[src/rtl/sdram_arb_pkg.sv]
// sdram_arb_pkg: shared state encoding, client ids and width defaults for the SDRAM port arbiter
package sdram_arb_pkg;
  typedef enum logic [1:0] {
    IDLE    = 2'd0,
    WR      = 2'd1,
    RD_CMD  = 2'd2,
    RD_DATA = 2'd3
  } state_e;
  localparam logic CLIENT_A = 1'b0;
  localparam logic CLIENT_V = 1'b1;
  localparam int ADDR_W_DEF = 22;
  localparam int DATA_W_DEF = 16;
endpackage

[src/rtl/sdram_arb_grant.sv]
// sdram_arb_grant: A-priority grant decision with a burst counter that lets V in after MAX_A_BURST A grants
module sdram_arb_grant
  import sdram_arb_pkg::*;
#(
  parameter int MAX_A_BURST = 4
) (
  input  logic clk_i,
  input  logic rst_i,
  input  logic pend_a_i,
  input  logic pend_v_i,
  input  logic arb_i,
  output logic gnt_id_o,
  output logic gnt_vld_o
);
  logic [3:0] cnt_q, cnt_d;
  logic       at_max;
  assign at_max    = cnt_q == 4'(MAX_A_BURST);
  assign gnt_vld_o = pend_a_i | pend_v_i;
  assign gnt_id_o  = (pend_v_i && (!pend_a_i || at_max)) ? CLIENT_V : CLIENT_A;
  // only A grants made while V waits advance the count; anything else restarts it
  always_comb
    cnt_d = (!arb_i || !gnt_vld_o)                 ? cnt_q :
            (gnt_id_o == CLIENT_V || !pend_v_i)    ? 4'd0  :
            at_max                                 ? cnt_q : cnt_q + 4'd1;
  always_ff @(posedge clk_i)
    cnt_q <= rst_i ? 4'd0 : cnt_d;
endmodule

[src/rtl/sdram_port_arbiter.sv]
// sdram_port_arbiter: serialises audio (A) and visualizer (V) transactions onto one SDRAM master port
module sdram_port_arbiter
  import sdram_arb_pkg::*;
#(
  parameter int ADDR_W      = ADDR_W_DEF,
  parameter int DATA_W      = DATA_W_DEF,
  parameter int MAX_A_BURST = 4
) (
  input  logic              CLOCK_50,
  input  logic              reset,
  input  logic [ADDR_W-1:0] a_addr,
  input  logic              a_read,
  input  logic              a_write,
  input  logic [DATA_W-1:0] a_wdata,
  output logic              a_waitrq,
  output logic [DATA_W-1:0] a_rdata,
  output logic              a_valid,
  input  logic [ADDR_W-1:0] v_addr,
  input  logic              v_read,
  input  logic              v_write,
  input  logic [DATA_W-1:0] v_wdata,
  output logic              v_waitrq,
  output logic [DATA_W-1:0] v_rdata,
  output logic              v_valid,
  output logic [ADDR_W-1:0] ram_addr,
  output logic [DATA_W-1:0] ram_data_in,
  output logic              ram_read,
  output logic              ram_write,
  input  logic [DATA_W-1:0] ram_data_out,
  input  logic              ram_waitrq,
  input  logic              ram_valid,
  output logic              owner,
  output logic              busy
);
  state_e            state_q;
  logic [ADDR_W-1:0] addr_q;
  logic [DATA_W-1:0] data_q;
  logic              rd_q, wr_q, owner_q;
  logic              gnt_id, gnt_vld, gnt_wr, done, rd_phase;
  sdram_arb_grant #(.MAX_A_BURST(MAX_A_BURST)) u_grant (
    .clk_i    (CLOCK_50),
    .rst_i    (reset),
    .pend_a_i (a_read | a_write),
    .pend_v_i (v_read | v_write),
    .arb_i    (state_q == IDLE),
    .gnt_id_o (gnt_id),
    .gnt_vld_o(gnt_vld)
  );
  // write wins when a client raises both read and write
  assign gnt_wr = (gnt_id == CLIENT_V) ? v_write : a_write;
  always_ff @(posedge CLOCK_50) begin
    if (reset) begin
      state_q <= IDLE;
      rd_q    <= 1'b0;
      wr_q    <= 1'b0;
      addr_q  <= '0;
      data_q  <= '0;
      owner_q <= CLIENT_A;
    end else begin
      case (state_q)
        IDLE: if (gnt_vld) begin
          state_q <= gnt_wr ? WR : RD_CMD;
          wr_q    <= gnt_wr;
          rd_q    <= !gnt_wr;
          addr_q  <= (gnt_id == CLIENT_V) ? v_addr : a_addr;
          data_q  <= (gnt_id == CLIENT_V) ? v_wdata : a_wdata;
          owner_q <= gnt_id;
        end
        WR: if (!ram_waitrq) begin
          state_q <= IDLE;
          wr_q    <= 1'b0;
        end
        RD_CMD: if (!ram_waitrq) begin
          state_q <= ram_valid ? IDLE : RD_DATA;
          rd_q    <= 1'b0;
        end
        default: if (ram_valid) state_q <= IDLE;
      endcase
    end
  end
  assign rd_phase = (state_q == RD_CMD) || (state_q == RD_DATA);
  assign done = ((state_q == WR) && !ram_waitrq) ||
                ((state_q == RD_CMD) && !ram_waitrq && ram_valid) ||
                ((state_q == RD_DATA) && ram_valid);
  assign a_waitrq    = !(done && owner_q == CLIENT_A);
  assign v_waitrq    = !(done && owner_q == CLIENT_V);
  assign a_valid     = ram_valid && rd_phase && owner_q == CLIENT_A;
  assign v_valid     = ram_valid && rd_phase && owner_q == CLIENT_V;
  assign a_rdata     = ram_data_out;
  assign v_rdata     = ram_data_out;
  assign ram_addr    = addr_q;
  assign ram_data_in = data_q;
  assign ram_read    = rd_q;
  assign ram_write   = wr_q;
  assign owner       = owner_q;
  assign busy        = state_q != IDLE;
endmodule
[config.mk]
export PLATFORM = sky130hd
export DESIGN_NAME = sdram_port_arbiter
export DESIGN_NICKNAME = d
export VERILOG_FILES = /design/src/rtl/sdram_arb_pkg.sv /design/src/rtl/sdram_arb_grant.sv /design/src/rtl/sdram_port_arbiter.sv
export SDC_FILE = /design/constraint.sdc
export NUM_CORES = 1
export LEC_CHECK = 0
export BUFFER_PORTS_ARGS = -buffer_cell sky130_fd_sc_hd__buf_2
export CAP_MARGIN = 20
export CELL_PAD_IN_SITES_DETAIL_PLACEMENT = 1
export CELL_PAD_IN_SITES_GLOBAL_PLACEMENT = 1
export CORE_ASPECT_RATIO = 0.6
export CORE_MARGIN = 8
export CORE_UTILIZATION = 31
export CTS_CLUSTER_SIZE = 40
export DETAILED_ROUTE_END_ITERATION = 10
export PLACE_DENSITY_LB_ADDON = 0.1
export SYNTH_ARGS = -nofsm -noshare
export SYNTH_HDL_FRONTEND = slang
export SYNTH_HIERARCHICAL = 1
export SYNTH_SLANG_ARGS = --single-unit
[constraint.sdc]
create_clock -name CLOCK_50 -period 2.1 [get_ports CLOCK_50]
set_clock_uncertainty 0.15 [all_clocks]
set_input_delay 0.42 -clock CLOCK_50 [delete_from_list [all_inputs] [get_ports CLOCK_50]]
set_output_delay 0.42 -clock CLOCK_50 [all_outputs]
set_load 0.05 [all_outputs]
==> reports/qor.yml, run 1 <==
detailed_routing:
  vias: 2401
  ant_nets: 0
  drtPass1Iterations: 4
  post-route-drc-count: 0
  wirelength_um: 8803
  avgViaCountPerCell: 4.573
  initialDrtViolationCount: 95
  wire_per_inst_um: 16.77
synthesis:
  syn_nets: 398
  yosysTopAreaCell: "dfxtp_1"
  synth_area_mm2: 0.002918
  ys_seq_area_share_pct: 32.25
  ys_ff_latch: 47
  netlist_top_cells_area: "dfxtp_1, a211oi_2, mux2i_1"
  yosys.area.top_type_share_pct: 32.25
  synthFlopType: "dfxtp_1"
  yosysWarnings: 6
  async_flop_share_pct: 0
  synth_cells: 290
  synth-edff-count: 0
  avgSynthCellArea_um2: 10.06
  synth.distinct_cells: 43
timing:
  slew_headroom_pct: 72.25
  slew_violations: 0
  finalHoldViolCount: 0
  fin_crit_sh_pct: 98.81
  setup_slack_ns: 0.02509
  fmax_ghz: 0.4819
  setup_viol: 0
  rsz0062_at_grt: "true"
  fin_tns_setup_ns: 0
  period_minus_slack_ns: 2.075
  hold-worst-slack_ns: 0.3502
  worst_pin_slew_ns: 0.4125
final_layout:
  drive_gt1_share_pct: 59.24
  fillers: 1072
  n_antenna_cell: 0
  area_growth_pct: 31.35
  seqCellArea_um2: 948.4
  layout_common_cells: "buf_2, dfxtp_1, nor2_1, a211oi_2, mux2i_1"
  multi_input_area_mm2: 0.001659
  fin_nets: 502
  final_common_cell: "buf_2"
placed_design:
  place_ws_ns: -0.04262
  hpwl_um: 6638
  routabilityCongestion: 0.7973
  io_buffers: 129
die:
  rows: 27
  coreArea_mm2: 0.009155
  die-area_mm2: 0.01287
  die_h_um: 91.15
  die_x_um: 141.3
  initial_core_util_pct: 31.87
  io_pins: 178
critical_path:
  r2r_cells: 9
  crit_fanout: 4
  r2r-end: "ram_addr[9]"
  end_kind: "primary output"
  cp_data_arrival_time_ns: 1.50
  worstSetupPathType: "register to primary output"
  rr_startpoint: "u_grant/cnt_q[0]"
  r2r_slack_ns: 0.08
  critical_path.startpoint_type: "register"
  critPathRequiredTime_ns: 1.53
global_route:
  grt_max_degree: 48
  antenna_found_initial: 0
  grt_pass1_vias: 2605
  grt_first_pass_wirelength_um: 13610
  grtUsageTotal_pct: 13.11
  gr-total-overflow: 0
clock_tree:
  cts_buffers: 5
  clk_pin_slew_ns: 0.06
  cts_tree: "yes"
  clock-sinks: 47
  clk_path_buf_depth: 2
  clk_latency_ns: 0.29
  cts.hold.buffers_added: 0
  cts_root_buffer: "clkbuf_16"
  htree_levels: 2
min_path:
  min_path_type: "register to register"
  hold_depth: 2
  hold_path_end: "ram_write"
  hp-start: "ram_write"
pwr:
  power.leakage_nw: 1.678
  ir_drop_v: 0.0005915
  power.total_mw: 5.896
  power_density_mw_per_mm2: 1538
run_status:
  run_status: "complete, no violations"
job:
  max_cap_violations: 0
## layer usage
layer  track usage, %  wire length, um  vias to the layer above
li1                 -                -                     1194
met1            16.79             4326                     1106
met2            19.08             3443                       91
met3            6.792              965                       10
met4            3.025               67                        0
met5                0                0                        -
## worst max path at each step
stage,startpoint,to,slack (ns),depth (start not counted)
2_1_floorplan,state_q[0],a_waitrq,-0.20,5
3_3_place_gp,a_write,ram_addr[4],-0.02,7
3_5_place_dp,a_write,ram_addr[4],-0.04,7
4_1_cts,state_q[0],v_waitrq,-0.02,6
5_1_grt,state_q[0],v_waitrq,-0.03,6
6_report,state_q[0],v_waitrq,0.03,6
## registers in the layout (all words and copies together) (netlist names)
signal,cells
u_grant/cnt_q,4
ram_read,1
state_q,2
owner,1
ram_addr,22
ram_write,1
ram_data_in,16
## worst max-delay path, cell delays in order, from the launching register on
cell	delay [ns]
dfxtp_4	0.37
inv_4	0.05
ha_4	0.15
nor2b_4	0.13
o21a_1	0.20
o21ai_2	0.15
buf_6	0.18
## report_power, final
part	total (mW)	switching, mW	internal [mW]
Combinational	3.64	2.45	1.18
Clock	0.846	0.338	0.508
Sequential	1.41	0.189	1.22
## through the flow
stage	cell area [um2]	instances	util (%)
floorplan	2918	290	-
global placement	3470	514	37.90
detailed placement	3470	514	37.90
CTS	3690	523	40.30
global route	3832	525	41.86
finish	3832	525	41.86
## cells in the mapped netlist, types with 3 or more instances
cell type / n
dfxtp_1: 47
nor2b_1: 4
buf_4: 33
a31oi_1: 3
nand3_1: 4
inv_1: 6
nor2_2: 6
a21oi_1: 3
nand2_1: 7
buf_12: 4
o21ai_0: 3
mux2i_1: 40
nand2b_1: 5
buf_6: 6
nor2_1: 40
ha_1: 8
a211oi_2: 38
## cell families (layout without fill, tap and decap cells)
group | after synthesis | after routing | synth area share, %
compound gates | 61 | 61 | 22.13
flops | 47 | 47 | 32.25
simple gates | 76 | 76 | 12.22
fa+ha+maj | 8 | 8 | 3.431
buf+inv | 57 | 162 | 15.87
mux | 41 | 41 | 14.11
## area by class of cell
class | count | share of cell area (%)
Clock buffer | 8 | 4.081
Inverter | 6 | 0.6530
Multi-Input combinational cell | 186 | 43.29
Sequential cell | 47 | 24.75
Tap cell | 130 | 4.244
Timing Repair Buffer | 148 | 22.98
## what timing repair did
action,in CTS,in global routing
setup endpoints to repair,7,36
gates cloned,0,1
pin swaps,2,3
gates resized for setup,18,28
buffers inserted,1,1
Note: power is estimated with default switching activity, not from simulation.
==> run 2, diff against run 1 <==
==> constraint.sdc (replaced) <==
create_clock -name CLOCK_50 -period 2.1 [get_ports CLOCK_50]
set_clock_uncertainty 0.15 [all_clocks]
set_input_delay 0.105 -clock CLOCK_50 [delete_from_list [all_inputs] [get_ports CLOCK_50]]
set_output_delay 0.105 -clock CLOCK_50 [all_outputs]
set_load 0.05 [all_outputs]
==> reports/qor.yml, run 2 (synthesis gave the netlist of run 1 again) <==
die:
  initial_core_util_pct: 31.87
  rows: 27
  die_h_um: 91.15
  io_pins: 178
  coreArea_mm2: 0.009155
  die_x_um: 141.3
  die-area_mm2: 0.01287
clock_tree:
  clk_pin_slew_ns: 0.07
  clk_path_buf_depth: 2
  cts_tree: "yes"
  htree_levels: 2
  clk_latency_ns: 0.28
  clock-sinks: 47
  cts_buffers: 5
  cts.hold.buffers_added: 0
  cts_root_buffer: "clkbuf_16"
placed_design:
  routabilityCongestion: 0.7491
  io_buffers: 129
  hpwl_um: 6640
  place_ws_ns: 0.01975
job:
  max_cap_violations: 0
timing:
  fmax_ghz: 0.4842
  setup_slack_ns: 0.03481
  slew_headroom_pct: 76.40
  setup_viol: 0
  period_minus_slack_ns: 2.065
  slew_violations: 0
  worst_pin_slew_ns: 0.3507
  hold-worst-slack_ns: 0.04000
  rsz0062_at_grt: "true"
  finalHoldViolCount: 0
  fin_crit_sh_pct: 98.34
detailed_routing:
  post-route-drc-count: 0
  drtPass1Iterations: 4
  avgViaCountPerCell: 4.611
  wire_per_inst_um: 17.36
  initialDrtViolationCount: 62
  vias: 2384
  wirelength_um: 8977
  ant_nets: 0
min_path:
  hp-start: "a_wdata[14]"
  hold_path_end: "ram_data_in[14]"
  min_path_type: "primary input to register"
  hold_depth: 3
critical_path:
  r2r_slack_ns: 0.03
  critPathRequiredTime_ns: 2.12
  critical_path.startpoint_type: "register"
  r2r-end: "ram_addr[21]"
  worstSetupPathType: "register to register"
  rr_startpoint: "u_grant/cnt_q[0]"
  crit_fanout: 12
  r2r_cells: 9
  setup.worst_path.start: "u_grant/cnt_q[0]"
  end_kind: "register"
  cp_data_arrival_time_ns: 2.08
global_route:
  grtUsageTotal_pct: 13.67
  gr-total-overflow: 0
  grt_max_degree: 48
  grt_first_pass_wirelength_um: 14110
  grt_pass1_vias: 2609
  antenna_found_initial: 0
pwr:
  power.leakage_nw: 1.635
  power_density_mw_per_mm2: 1567
  ir_drop_v: 0.0006094
final_layout:
  layout_common_cells: "buf_2, dfxtp_1, nor2_1, a211oi_2, mux2i_1"
  drive_gt1_share_pct: 56.07
  fin_nets: 495
  final_common_cell: "buf_2"
  n_antenna_cell: 0
  largest_reg_flops: 22
  area_growth_pct: 27.32
run_status:
  run_status: "complete, no violations"
==> run 2: cell types whose count changed in the layout (fill, tap and decap cells not counted), sizes merged <==
cell,change
buf,-7
bufinv,+1
clkbuf,-2
==> run 2: layout make-up <==
| type | count | area [um2] |
|---|---|---|
| clock buffer | 6 | 128.9 |
| multi-input combinational | 186 | 1602 |
| timing repair buffer | 141 | 823.3 |
| inverter | 6 | 22.52 |
| fill | 1082 | 5440 |
| sequential | 47 | 945.9 |
| tap | 130 | 162.7 |
| clock inverter | 1 | 30.03 |
==> run 2: report_power, final <==
| group | internal [mW] | total (mW) | switching, mW |
|---|---|---|---|
| combinational | 1.12 | 3.53 | 2.40 |
| sequential | 1.22 | 1.40 | 0.186 |
| clock | 0.556 | 0.893 | 0.337 |
==> run 2: routing by layer <==
layer,vias to the layer above,share of wire (%),GRT usage [%]
li1,1183,-,-
met1,1093,47,17.08
met2,98,40,20.00
met3,10,11,7.315
met4,0,0.85,3.737
met5,-,0,0
==> run 2: what timing repair did <==
| item | 4_1_cts | 5_1_grt |
|---|---|---|
| setup endpoints to repair | 3 | 34 |
| buffers inserted | 0 | 4 |
| gates resized for setup | 4 | 20 |
| pin swaps | 0 | 3 |
| hold endpoints to repair | 0 | 0 |
| gates cloned | 0 | 1 |
==> run 2: how the worst max path moves through the flow <==
| stage | end | depth (start not counted) |
|---|---|---|
| 6_report | ram_addr[21] | 9 |
| 5_1_grt | state_q[1] | 9 |
| 4_1_cts | v_waitrq | 6 |
| 3_5_place_dp | state_q[0] | 8 |
| 3_3_place_gp | state_q[0] | 8 |
| 2_1_floorplan | a_waitrq | 5 |
==> run 2: through the flow <==
stage                     instances  utilization [%]  cell area, um2  total power, mW  TNS [ns]
final                           517            40.58            3715            5.820         0
after global routing            517            40.58            3715            6.224   -0.6719
after CTS                       512            39.16            3585            5.835         0
after detailed placement        505            37.30            3415            4.893         0
after global placement          505            37.30            3415            4.822         0
after floorplan                 290                -            2918            4.531   -0.5143
==> run 2: critical path, cell delays in order (launching register included) <==
cell	delay (ns)
dfxtp_4	0.36
inv_2	0.06
ha_2	0.16
nor2b_4	0.14
nand2_2	0.07
a21boi_4	0.26
buf_4	0.20
buf_12	0.18
mux2i_2	0.27
a211oi_2	0.09
==> run 3, diff against run 2 <==
--- a/config.mk
+++ b/config.mk
@@ -10,7 +10,6 @@
 export CELL_PAD_IN_SITES_DETAIL_PLACEMENT = 1
 export CELL_PAD_IN_SITES_GLOBAL_PLACEMENT = 1
 export CORE_ASPECT_RATIO = 0.6
-export CORE_MARGIN = 8
 export CORE_UTILIZATION = 31
 export CTS_CLUSTER_SIZE = 40
 export DETAILED_ROUTE_END_ITERATION = 10
==> reports/qor.yml, run 3 (synthesis gave the netlist of run 1 again) <==
timing:
  slew_violations: 0
  fmax_ghz: 0.5014
  slew_headroom_pct: 71.22
  period_minus_slack_ns: 1.994
  worst_pin_slew_ns: 0.4277
  setup_slack_ns: 0.1056
  fin_crit_sh_pct: 94.97
  setup_viol: 0
  finalHoldViolCount: 0
  hold-worst-slack_ns: 0.04471
detailed_routing:
  drtPass1Iterations: 4
  avgViaCountPerCell: 4.619
  post-route-drc-count: 0
  wire_per_inst_um: 15.31
  ant_nets: 0
  initialDrtViolationCount: 77
  wirelength_um: 7840
  vias: 2365
clock_tree:
  cts.hold.buffers_added: 0
  clk_path_buf_depth: 2
  cts_tree: "yes"
  cts_root_buffer: "clkbuf_16"
  clk_latency_ns: 0.28
  htree_levels: 2
  cts_buffers: 5
  clk_pin_slew_ns: 0.06
  clock-sinks: 47
placed_design:
  io_buffers: 129
  hpwl_um: 5763
  place_ws_ns: 0.02577
  routabilityCongestion: 0.7853
min_path:
  hp-start: "a_addr[1]"
  min_path_type: "primary input to register"
  hold_depth: 3
  hold_path_end: "ram_addr[1]"
final_layout:
  drive_gt1_share_pct: 52.99
  fin_nets: 493
  largest_reg_flops: 22
  final_common_cell: "buf_2"
  layout_common_cells: "buf_2, dfxtp_1, nor2_1, mux2i_1, a211oi_2"
  utilization_pct: 41.04
  area_growth_pct: 24.01
critical_path:
  critPathRequiredTime_ns: 2.16
  cp_data_arrival_time_ns: 2.05
  r2r-end: "ram_write"
  critical_path.startpoint_type: "register"
  crit_fanout: 5
  end_kind: "register"
  worstSetupPathType: "register to register"
  r2r_cells: 9
  r2r_slack_ns: 0.11
  setup.worst_path.start: "u_grant/cnt_q[1]"
  rr_startpoint: "u_grant/cnt_q[1]"
pwr:
  power_frac_comb_pct: 61.4
  seq_power_share_pct: 24.7
  internal_power_mw: 2.774
  power_switching_mw: 2.875
  switching_share_pct: 50.90
  power_density_mw_per_mm2: 1561
  ir_drop_v: 0.0004976
  power.total_mw: 5.649
  power.leakage_nw: 1.602
  pwr-share-clk_pct: 13.9
job:
  max_cap_violations: 0
global_route:
  grt_first_pass_wirelength_um: 12340
  gr-total-overflow: 0
  grtUsageTotal_pct: 15.97
  grt_pass1_vias: 2433
  grt_max_degree: 48
  antenna_found_initial: 0
die:
  rows: 26
  initial_core_util_pct: 33.10
  die-area_mm2: 0.009817
  coreArea_mm2: 0.008816
  die_h_um: 77.15
  die_x_um: 127.3
  io_pins: 178
run_status:
  run_status: "complete, no violations"
## run 3: cell count changes in the layout (fill, tap and decap cells not counted), sizes merged
cell,before,now
buf,139,138
diode,0,1
clkbuf,8,7
bufinv,1,0
clkinv,0,1
## run 3: how the worst max path moves through the flow
stage	depth (start not counted)	slack (ns)	endpoint
2_1_floorplan	5	-0.26	a_waitrq
3_3_place_gp	8	0.09	ram_addr[17]
3_5_place_dp	8	0.03	ram_data_in[1]
4_1_cts	8	0.01	ram_data_in[1]
5_1_grt	9	-0.005	ram_write
6_report	9	0.11	ram_write
## run 3: area by class of cell
| class | count | area [um2] |
|---|---|---|
| tap | 126 | 157.7 |
| timing repair buffer | 139 | 805.8 |
| clock buffer | 6 | 138.9 |
| inverter | 6 | 22.52 |
| antenna | 1 | 2.502 |
| multi-input combinational | 186 | 1543 |
| fill | 1038 | 5197 |
| sequential | 47 | 943.4 |
| clock inverter | 1 | 5.005 |
## run 3: worst max-delay path, cell delays in order, from the launching register on
cell	delay (ns)
dfxtp_1	0.38
inv_1	0.06
ha_1	0.16
nor2b_2	0.15
nand2_1	0.10
a21boi_4	0.07
buf_12	0.14
mux2i_4	0.19
a2111o_1	0.38
a21oi_1	0.15
## run 3: power groups by stage
stage,clock [mW],sequential (mW),combinational (mW)
after global routing,0.862,1.44,3.74
after floorplan,0,2.35,2.18
after global placement,0,1.40,3.41
after CTS,0.818,1.39,3.50
after detailed placement,0,1.41,3.48
final,0.786,1.39,3.47
## run 3: metrics by stage
step / cell area [um2] / TNS [ns] / std cells
after detailed placement: 3405 / 0 / 502
after global routing: 3616 / -0.005400 / 511
after CTS: 3556 / 0 / 509
after global placement: 3405 / 0 / 502
final: 3618 / 0 / 512
after floorplan: 2918 / -0.5143 / 290
## run 3: routing by layer
layer  GRT usage, %  up-vias  share of wire [%]
li1               -     1177                  -
met1          21.50     1088                 50
met2          24.01       92                 40
met3          6.071        8                9.2
met4          3.452        0               0.63
met5              0        -                  0
## run 3: timing repair
| item | in CTS | in global routing |
|---|---|---|
| endpoints found under the setup margin | 2 | 11 |
| buffers inserted | 0 | 1 |
| gates cloned | 0 | 1 |
| pin swaps | 0 | 1 |
| gates resized for setup | 3 | 5 |
